--- src/rtl/uart_tx_fifo_if.sv ---
// Byte-push handshake between a producer (core/MMIO) and the UART transmitter FIFO.
// A byte moves on a clock edge where valid and ready are both high.
interface uart_tx_fifo_if;
    logic [7:0] data;
    logic       valid;
    logic       ready;

    modport master (
        output data,
        output valid,
        input  ready
    );

    modport slave (
        input  data,
        input  valid,
        output ready
    );
endinterface

--- src/rtl/uart_tx_fifo.sv ---
// 8N1 UART transmitter fed by a power-of-two byte FIFO; serializes LSB first onto tx_o.
// Frames are sent back-to-back with no idle gap while the FIFO holds data.
module uart_tx_fifo #(
    parameter int unsigned FREQ       = 50_000_000,
    parameter int unsigned BAUD       = 115_200,
    parameter int unsigned FIFO_DEPTH = 8
) (
    input  logic                          clk_i,
    input  logic                          rst_i,
    uart_tx_fifo_if.slave                 in_if,
    output logic                          tx_o,
    output logic                          busy_o,
    output logic [$clog2(FIFO_DEPTH):0]   fifo_level_o
);

    localparam int unsigned CPS  = FREQ / BAUD;
    localparam int unsigned CntW = (CPS < 2) ? 1 : $clog2(CPS);
    localparam int unsigned PtrW = $clog2(FIFO_DEPTH);
    localparam int unsigned LvlW = PtrW + 1;

    localparam logic [CntW-1:0] CntLast = CntW'(CPS - 1);
    localparam logic [LvlW-1:0] LvlFull = LvlW'(FIFO_DEPTH);

    if (CPS < 2) begin : gen_cps_check
        $error("uart_tx_fifo: FREQ/BAUD must be at least 2");
    end

    if ((FIFO_DEPTH < 2) || ((FIFO_DEPTH & (FIFO_DEPTH - 1)) != 0)) begin : gen_depth_check
        $error("uart_tx_fifo: FIFO_DEPTH must be a power of two >= 2");
    end

    typedef enum logic [1:0] {
        StIdle,
        StStart,
        StData,
        StStop
    } state_e;

    state_e            state_q, state_d;
    logic [CntW-1:0]   bitcnt_q, bitcnt_d;
    logic [2:0]        bitidx_q, bitidx_d;
    logic [7:0]        shift_q, shift_d;
    logic              tx_q, tx_d;

    logic [7:0]        mem_q [FIFO_DEPTH];
    logic [PtrW-1:0]   wr_ptr_q, wr_ptr_d;
    logic [PtrW-1:0]   rd_ptr_q, rd_ptr_d;
    logic [LvlW-1:0]   level_q, level_d;

    logic              fifo_full;
    logic              fifo_empty;
    logic              push;
    logic              pop;
    logic [7:0]        head;
    logic              bit_end;

    assign fifo_full  = (level_q == LvlFull);
    assign fifo_empty = (level_q == '0);
    assign head       = mem_q[rd_ptr_q];
    assign bit_end    = (bitcnt_q == CntLast);

    // ready depends only on registered level, so a same-cycle pop never reopens a full FIFO.
    assign in_if.ready = !fifo_full;
    assign push        = in_if.valid && !fifo_full;

    assign tx_o         = tx_q;
    assign busy_o       = (state_q != StIdle) || !fifo_empty;
    assign fifo_level_o = level_q;

    always_comb begin
        state_d  = state_q;
        bitcnt_d = bitcnt_q;
        bitidx_d = bitidx_q;
        shift_d  = shift_q;
        tx_d     = tx_q;
        pop      = 1'b0;

        unique case (state_q)
            StIdle: begin
                if (!fifo_empty) begin
                    pop      = 1'b1;
                    shift_d  = head;
                    tx_d     = 1'b0;
                    bitcnt_d = '0;
                    state_d  = StStart;
                end
            end
            StStart: begin
                if (bit_end) begin
                    tx_d     = shift_q[0];
                    bitidx_d = '0;
                    bitcnt_d = '0;
                    state_d  = StData;
                end else begin
                    bitcnt_d = bitcnt_q + 1'b1;
                end
            end
            StData: begin
                if (bit_end) begin
                    bitcnt_d = '0;
                    if (bitidx_q == 3'd7) begin
                        tx_d    = 1'b1;
                        state_d = StStop;
                    end else begin
                        shift_d  = {1'b0, shift_q[7:1]};
                        tx_d     = shift_q[1];
                        bitidx_d = bitidx_q + 1'b1;
                    end
                end else begin
                    bitcnt_d = bitcnt_q + 1'b1;
                end
            end
            StStop: begin
                if (bit_end) begin
                    bitcnt_d = '0;
                    if (!fifo_empty) begin
                        pop     = 1'b1;
                        shift_d = head;
                        tx_d    = 1'b0;
                        state_d = StStart;
                    end else begin
                        tx_d    = 1'b1;
                        state_d = StIdle;
                    end
                end else begin
                    bitcnt_d = bitcnt_q + 1'b1;
                end
            end
            default: begin
                state_d = StIdle;
                tx_d    = 1'b1;
            end
        endcase
    end

    always_comb begin
        wr_ptr_d = wr_ptr_q;
        rd_ptr_d = rd_ptr_q;
        level_d  = level_q;
        if (push) begin
            wr_ptr_d = wr_ptr_q + 1'b1;
        end
        if (pop) begin
            rd_ptr_d = rd_ptr_q + 1'b1;
        end
        if (push && !pop) begin
            level_d = level_q + 1'b1;
        end else if (pop && !push) begin
            level_d = level_q - 1'b1;
        end
    end

    always_ff @(posedge clk_i or posedge rst_i) begin
        if (rst_i) begin
            state_q  <= StIdle;
            bitcnt_q <= '0;
            bitidx_q <= '0;
            shift_q  <= '0;
            tx_q     <= 1'b1;
            wr_ptr_q <= '0;
            rd_ptr_q <= '0;
            level_q  <= '0;
        end else begin
            state_q  <= state_d;
            bitcnt_q <= bitcnt_d;
            bitidx_q <= bitidx_d;
            shift_q  <= shift_d;
            tx_q     <= tx_d;
            wr_ptr_q <= wr_ptr_d;
            rd_ptr_q <= rd_ptr_d;
            level_q  <= level_d;
        end
    end

    // Storage needs no reset; pointers define what is valid.
    always_ff @(posedge clk_i) begin
        if (push) begin
            mem_q[wr_ptr_q] <= in_if.data;
        end
    end

endmodule

--- src/flat_wrapper.sv ---
// flat-port wrapper written by rule: the top's interface ports become plain ports
module uart_tx_fifo_flat 
#(
    parameter int unsigned FREQ       = 50_000_000,
    parameter int unsigned BAUD       = 115_200,
    parameter int unsigned FIFO_DEPTH = 8
)
  (clk_i, rst_i, tx_o, busy_o, fifo_level_o, in_if_data, in_if_valid, in_if_ready);
  uart_tx_fifo_if in_if_i ();
  input  logic clk_i;
  input  logic rst_i;
  output logic tx_o;
  output logic busy_o;
  output logic [$clog2(FIFO_DEPTH):0] fifo_level_o;
  input wire logic [$bits(in_if_i.data)-1:0] in_if_data;
  input wire logic [$bits(in_if_i.valid)-1:0] in_if_valid;
  output wire logic [$bits(in_if_i.ready)-1:0] in_if_ready;
  assign in_if_i.data = in_if_data;
  assign in_if_i.valid = in_if_valid;
  assign in_if_ready = in_if_i.ready;
  uart_tx_fifo #(.FREQ(FREQ), .BAUD(BAUD), .FIFO_DEPTH(FIFO_DEPTH)) u_core (.clk_i(clk_i), .rst_i(rst_i), .in_if(in_if_i), .tx_o(tx_o), .busy_o(busy_o), .fifo_level_o(fifo_level_o));
endmodule
--- config.mk ---
export PLATFORM = sky130hd
export DESIGN_NAME = uart_tx_fifo_flat
export DESIGN_NICKNAME = d
export VERILOG_FILES = /design/src/rtl/uart_tx_fifo_if.sv /design/src/rtl/uart_tx_fifo.sv /design/src/flat_wrapper.sv
export SDC_FILE = /design/constraint.sdc
export NUM_CORES = 1
export LEC_CHECK = 0
export CAP_MARGIN = 20
export CORE_MARGIN = 2
export CORE_UTILIZATION = 50
export DETAILED_ROUTE_END_ITERATION = 8
export HOLD_SLACK_MARGIN = 0.06
export PLACE_DENSITY = 0.68
export RECOVER_POWER = 100
export SLEW_MARGIN = 20
export SYNTH_ARGS = -nofsm -noshare
export SYNTH_HDL_FRONTEND = slang
export SYNTH_SLANG_ARGS = --single-unit
--- constraint.sdc ---
create_clock -name clk_i -period 3.3 [get_ports clk_i]
set_input_delay 0.825 -clock clk_i [delete_from_list [all_inputs] [get_ports clk_i]]
set_output_delay 0.825 -clock clk_i [all_outputs]
set_load 0.01 [all_outputs]
==> results of run 1 <==
==> sequential cells by signal, indices dropped and copies added, names as in the netlist <==
register	flops
u_core.fifo_level_o	4
u_core.bitidx_q	3
u_core.state_q	2
u_core.wr_ptr_q	3
u_core.tx_o	1
u_core.mem_q	64
u_core.bitcnt_q	9
u_core.rd_ptr_q	3
u_core.shift_q	8
==> where the power goes <==
part | leakage [µW] | switching (µW) | total, µW | internal (µW)
Combinational | 0.000731 | 239 | 447 | 208
Clock | 0.000101 | 445 | 743 | 298
Sequential | 0.000984 | 106 | 1570 | 1470
Total | 0.00182 | 791 | 2760 | 1970
==> logic make-up after synthesis <==
logic type,count (synthesis),share of synthesized area
and+or+nand+nor,66,0.0806
buffers and inverters,20,0.0255
DFF,97,0.617
AOI/OAI and AO/OA,54,0.0783
muxes,37,0.137
adders and majority gates,16,0.0466
xor gates and xnor gates,8,0.0157
==> worst min-delay path by stage <==
| stage | end | slack (ps) | cells past startpoint | from |
|---|---|---|---|---|
| after global placement | u_core.shift_q[7]$_DFFE_PP0P_ | 500 | 2 | u_core.shift_q[7]$_DFFE_PP0P_ |
| after global routing | u_core.bitcnt_q[7]$_DFFE_PP0P_ | 530 | 1 | u_core.bitcnt_q[7]$_DFFE_PP0P_ |
| after floorplan | u_core.bitcnt_q[7]$_DFFE_PP0P_ | 460 | 1 | u_core.bitcnt_q[7]$_DFFE_PP0P_ |
| after CTS | u_core.bitcnt_q[7]$_DFFE_PP0P_ | 520 | 1 | u_core.bitcnt_q[7]$_DFFE_PP0P_ |
| after detailed placement | u_core.bitcnt_q[7]$_DFFE_PP0P_ | 500 | 1 | u_core.bitcnt_q[7]$_DFFE_PP0P_ |
| final | u_core.bitcnt_q[7]$_DFFE_PP0P_ | 510 | 1 | u_core.bitcnt_q[7]$_DFFE_PP0P_ |
==> placed cells by master, fill, tap and decap left out, types with 3 or more instances in the layout <==
master / n
mux2_2: 8
nand2b_1: 4
nand2_1: 19
xor2_1: 4
edfxtp_1: 64
nand3_1: 8
clkbuf_1: 10
ha_1: 15
a211oi_1: 5
mux2i_1: 11
a22o_1: 4
xnor2_1: 4
clkbuf_8: 9
o21ai_0: 22
clkinv_4: 3
a21oi_1: 9
dlygate4sd3_1: 16
nor2_1: 10
mux4_1: 11
nor3_1: 5
buf_4: 3
nor2b_1: 3
mux4_2: 3
dfrtp_1: 32
inv_1: 9
==> layer usage <==
| layer | wire, µm | share of wire | GRT usage |
|---|---|---|---|
| met1 | 3580 | 0.47 | 0.228 |
| met2 | 3880 | 0.51 | 0.282 |
| met3 | 147 | 0.019 | 0.0383 |
| met4 | 46 | 0.0060 | 0.0485 |
| met5 | 0 | 0 | 0 |
==> per-stage QoR <==
step           cells  area, µm²  setup slack (ps)
6_report         441       4930               372
5_1_grt          441       4930               189
4_1_cts          441       4980               347
3_5_place_dp     425       4790               314
3_3_place_gp     425       4790               421
2_1_floorplan    298       4460               698
==> layout make-up <==
type | instances | area (µm²) | area share
repair buffers | 30 | 230 | 0.0467
clock inverters | 7 | 73.8 | 0.0150
flip-flops and latches | 97 | 2750 | 0.557
multi-input cells | 181 | 1590 | 0.321
clock buffers | 9 | 124 | 0.0251
well taps | 108 | 135 | 0.0274
inverters | 9 | 33.8 | 0.00685
==> key figures, run 1 <==
Run status
  – Outcome: finished, violations left
  – Violated checks: max-capacitance violations, max-slew violations

Routing
  – DRT antenna net count: 0
  – Final WL: around 7.7 mm
  – Vias per inst: 5.61
  – DRC Markers: 0
  – Vias: 2,474
  – DR WL/cell: around 17 µm
  – Initial drt markers: 121
  – Router iterations before antenna repair: 4

Finish
  – Final core occ: 0.568
  – Area growth syn-to-layout: 10.6%
  – Final nets: ~360
  – Filler Cell Count: 714
  – Antenna diodes: 0
  – Share of cells above drive strength 1: 0.114

CTS
  – Postcts setup bufs: 0
  – CTS tree: yes
  – Sink Count: 97
  – CTS Buffer Depth: 2
  – Worst-path clk slew: 100 ps
  – Root Driver: clkbuf_8
  – CTS resizes: 0
  – Cts hold-fix bufs: 0
  – Clk_lat worst skew: between 300 and 400 ps
  – TritonCTS Buffers: 9
  – Htree depth: 3

GRT
  – Largest net degree at the start of global routing: 34
  – Gr usage total: 0.170
  – Vias in the first global route: ~2.5k
  – Initial antenna violation count: 0
  – Total grt overflow: 0
  – First-pass GRT wire length: 12.7 mm

Logic synthesis
  – Synth top cells by count: edfxtp_1, dfrtp_1, nand2_1, o21ai_0, ha_1
  – Syn Std Cell Area: approximately 4500 µm²
  – Ranking of synthesized cells by area: edfxtp_1, dfrtp_1, mux4_1
  – Yosys cell types: 57
  – Area leader, netlist: edfxtp_1
  – Register area share after synthesis: 0.617
  – Yosys warns: 0
  – Post-Syn Instances: 298
  – FF+latch count, synth: 97
  – Most common cell in the netlist: edfxtp_1
  – Yosys top cell area share: 0.431
  – Syn Nets: 325
  – Synth async-reset ratio: 0.340
  – Syn avg cell area: 15.0 µm²
  – Top FF cell, synth: edfxtp_1
  – Post-synth EDFFs: 64

Pwr
  – Leak pwr: 0.00182 µW
  – Peak supply drop: 0.425 mV
  – PwrDens: between 500 and 600 nW/µm²
  – Tot Pwr: 2760 µW

STA
  – RSZ-0062 raised after global routing: false
  – Worst Tran Pin Value: 1790 ps
  – Final worst clock skew: 10.5 ps
  – Period Utilization, post-route: 0.887
  – Setup TNS: 0 ps
  – WHS: 511 ps
  – Rel. slew slack: -0.196
  – Slew Viols, Final: 34
  – Final hold viol count: 0
  – Minimum clock period: 2930 ps
  – Setup-failing EPs final: 0
  – Fmax: 0.342 GHz

Die
  – Core area: 8680 µm²
  – Initial Util: 0.514
  – Die height: 98.4 µm
  – Rows: 34
  – Die width: 98.4 µm
  – Die ar.: 9690 µm²
  – Io pins: 18

Critical path
  – Crit. End Element: output pin
  – CP peak stage delay: approximately 500 ps
  – Launch point of the worst reg-to-reg path: u_core.bitcnt_q[1]$_DFFE_PP0P_
  – Startpoint Class: flop
  – Critical path depth: 4
  – CP Capture Point: busy_o
  – Max FO, Critical Path: 7
  – Worst path slowest cell: nor4_2
  – CP Launch Point: u_core.fifo_level_o[0]$_DFFE_PP0P_
  – Worst Reg-to-Reg Cells: 13
  – Critical-path cell list: nor4_2 > and2_0 > inv_1 > clkdlybuf4s50_1
  – Worst path buffer plus inverter count: 2
  – Setup CP Type: flop to output pin
  – CP Data Arrival Time: between 2000 and 2500 ps
  – R2R Setup Slk: 530 ps
  – Critical R2R Capture: u_core.fifo_level_o[3]$_DFFE_PP0P_
  – CP Data Required Time: about 2500 ps
  – CP top delay family: simple AND/OR/NAND/NOR gates

Job
  – # Max-Cap Violations: 1

Min path
  – Min-delay worst type: flop to flop

Placement
  – I/O Buffers: 17
  – Routability cong.: 0.789
  – Post-DP HPWL: 4.98 mm
Power figures use the tool's default switching activity.
==> run 2: changes to the inputs <==
Settings changed: GPL_ROUTABILITY_DRIVEN from default to 0.
==> results of run 2 <==
No change in the layout: final DEF, timing and power equal those of run 1.
==> run 3: changes to the inputs <==
Settings changed: CORE_UTILIZATION 50 to 55, PLACE_DENSITY 0.68 to 0.73, REMOVE_ABC_BUFFERS from default to 1.
==> run 3 against run 2 <==
The run still ends with max-capacitance violations, max-slew violations left. Die area fell by 8.7%. Routed wire length fell by 1.9%. Critical path depth did not move. Global-route usage rose by 2.6 points. First-iteration DRC count rose by 3.3%. Register-to-register slack got worse by 40 ps. Clock power rose by 2%. Setup slack improved by 36 ps. Largest power group unchanged.
==> key figures, run 3 (synthesis gave the netlist of run 1 again) <==
STA
  – Slew Viols, Final: 34 (unchanged)
  – RSZ-0062 raised after global routing: false
  – Setup-failing EPs final: 0 (unchanged)
  – Fmax: 0.346 GHz (+1.2%)
  – Final worst clock skew: 8.03 ps (-2.51 ps)
  – Final hold viol count: 0 (unchanged)
  – Period Utilization, post-route: 0.876 (-0.0109)
  – Minimum clock period: 2890 ps (-35.9 ps)
  – Rel. slew slack: -0.226 (-0.0303)
  – Worst Tran Pin Value: 1840 ps (+45.4 ps)
  – Setup TNS: 0 ps (unchanged)
  – Setup slack after layout: 408 ps (+35.9 ps)

Finish
  – Share of cells above drive strength 1: 0.117 (+0.00265)
  – Filler Cell Count: 590 (-17%)
  – Biggest regs: u_core.mem_q x64, u_core.bitcnt_q x9, u_core.shift_q x8
  – Final nets: 356 (+0.28%)
  – Most frequent cells in the layout: edfxtp_1, dfrtp_1, o21ai_0
  – Area growth syn-to-layout: 10.6% (about the same)
  – Most common cell after layout, fill and taps aside: edfxtp_1
  – Antenna diodes: 0 (unchanged)
  – Max reg flops: 64 (unchanged)
  – Top reg by flops: u_core.mem_q

GRT
  – Largest net degree at the start of global routing: 34 (unchanged)
  – First-pass GRT wire length: 12.9 mm (+1.5%)
  – Vias in the first global route: 2,535 (+2.4%)
  – Total grt overflow: 0 (unchanged)
  – Initial antenna violation count: 0 (unchanged)
  – Gr usage total: 0.196 (+0.0258)

Routing
  – DR WL/cell: 17.2 µm (-0.80%)
  – Final WL: 7.51 mm (-1.9%)
  – DRT antenna net count: 0 (unchanged)
  – DRC Markers: 0 (unchanged)
  – Initial drt markers: 125 (+3.3%)
  – Router iterations before antenna repair: 4 (unchanged)
  – Vias per inst: 5.68 (+1.3%)
  – Vias: 2,478 (+0.16%)

Critical path
  – Setup CP Type: flop to output pin
  – CP Data Required Time: 2470 ps (about the same)
  – Max FO, Critical Path: 7 (unchanged)
  – Worst Reg-to-Reg Cells: 12 (-1)
  – Launch point of the worst reg-to-reg path: u_core.state_q[0]$_DFFE_PP0P_
  – Startpoint Class: flop
  – CP Launch Point: u_core.fifo_level_o[0]$_DFFE_PP0P_
  – Crit. End Element: output pin
  – CP Data Arrival Time: 2070 ps (-30 ps)

Pwr
  – Leak pwr: 0.00182 µW (about the same)
  – Comb pwr share: 0.159 (-0.003)
  – PwrDens: 562 nW/µm² (+0.26%)
  – Psw: 795 µW (+0.53%)
  – Power share of the sequential group: 0.568 (about the same)
  – Int Pwr: 1970 µW (about the same)
  – Sw Ratio: 0.287 (+0.000921)
  – Peak supply drop: 0.318 mV (-25%)
  – Clock Power Share: 0.273 (+0.004)

Die
  – Core area: 7810 µm² (-10%)
  – Die ar.: 8840 µm² (-8.7%)
  – Die height: 94.0 µm (-4.5%)
  – Io pins: 18 (unchanged)
  – Rows: 32 (-5.9%)
  – Initial Util: 0.571 (+0.0573)
  – Die width: 94.0 µm (-4.5%)

CTS
  – CTS resizes: 0 (unchanged)
  – CTS tree: yes
  – Root Driver: clkbuf_8
  – Cts hold-fix bufs: 0 (unchanged)
  – Clk_lat worst skew: 360 ps (about the same)
  – TritonCTS Buffers: 9 (unchanged)
  – CTS Buffer Depth: 2 (unchanged)
  – Htree depth: 3 (unchanged)
  – Sink Count: 97 (unchanged)
  – Postcts setup bufs: 0 (unchanged)
  – Worst-path clk slew: 100 ps (about the same)

Run status
  – Outcome: finished, violations left
  – Violated checks: max-capacitance violations, max-slew violations

Job
  – # Max-Cap Violations: 1 (unchanged)

Min path
  – Hold_sp: u_core.bitcnt_q[7]$_DFFE_PP0P_
  – Hold path depth: 1 (unchanged)
  – Min-delay worst type: flop to flop

Placement
  – DP Worst Slack: 386 ps (+71.7 ps)
  – Post-DP HPWL: 4.89 mm (-1.7%)
  – I/O Buffers: 17 (unchanged)
run 3: final timing paths:
check	end	slack (ps)
max	busy_o	410
min	u_core.bitcnt_q[7]$_DFFE_PP0P_	520
max reg2reg	u_core.fifo_level_o[3]$_DFFE_PP0P_	490
min reg2reg	u_core.bitcnt_q[7]$_DFFE_PP0P_	520
max in group asynchronous	u_core.shift_q[6]$_DFFE_PP0P_	700
min in group asynchronous	u_core.bitcnt_q[0]$_DFFE_PP0P_	1550
run 3: stage by stage:
stage	hold WS, ps	power [µW]	util	std cells	area (µm²)
global route	541	2920	0.631	436	4930
detailed placement	503	2080	0.613	420	4790
global placement	482	2060	0.613	420	4790
floorplan	465	1860	-	287	4380
finish	517	2770	0.631	436	4930
CTS	516	2830	0.638	436	4980
run 3: worst max-delay path, stage by stage (launching register included):
cell,delay [ps]
dfrtp_1,490
nor4_2,480
and2_0,210
inv_1,60
clkdlybuf4s50_1,470
run 3: cell type report:
class / instances / area (µm²) / area share
Sequential cell: 97 / 2750 / 0.558
Inverter: 9 / 33.8 / 0.00685
Tap cell: 102 / 128 / 0.0259
Timing Repair Buffer: 31 / 238 / 0.0482
Clock buffer: 9 / 124 / 0.0251
Multi-Input combinational cell: 181 / 1590 / 0.322
Clock inverter: 7 / 70.1 / 0.0142
run 3: power by group through the flow:
stage	Combinational (µW)	Clock, µW	Sequential (µW)
finish	441	757	1570
global route	498	831	1590
CTS	481	775	1570
detailed placement	480	0	1600
global placement	470	0	1590
floorplan	279	0	1590
run 3: metal layers:
layer | vias up | track usage | share of wire
met3 | 7 | 0.0385 | 0.025
met5 | - | 0 | 0
li1 | 1212 | - | -
met4 | 0 | 0.0580 | 0.011
met2 | 32 | 0.325 | 0.49
met1 | 1227 | 0.264 | 0.47
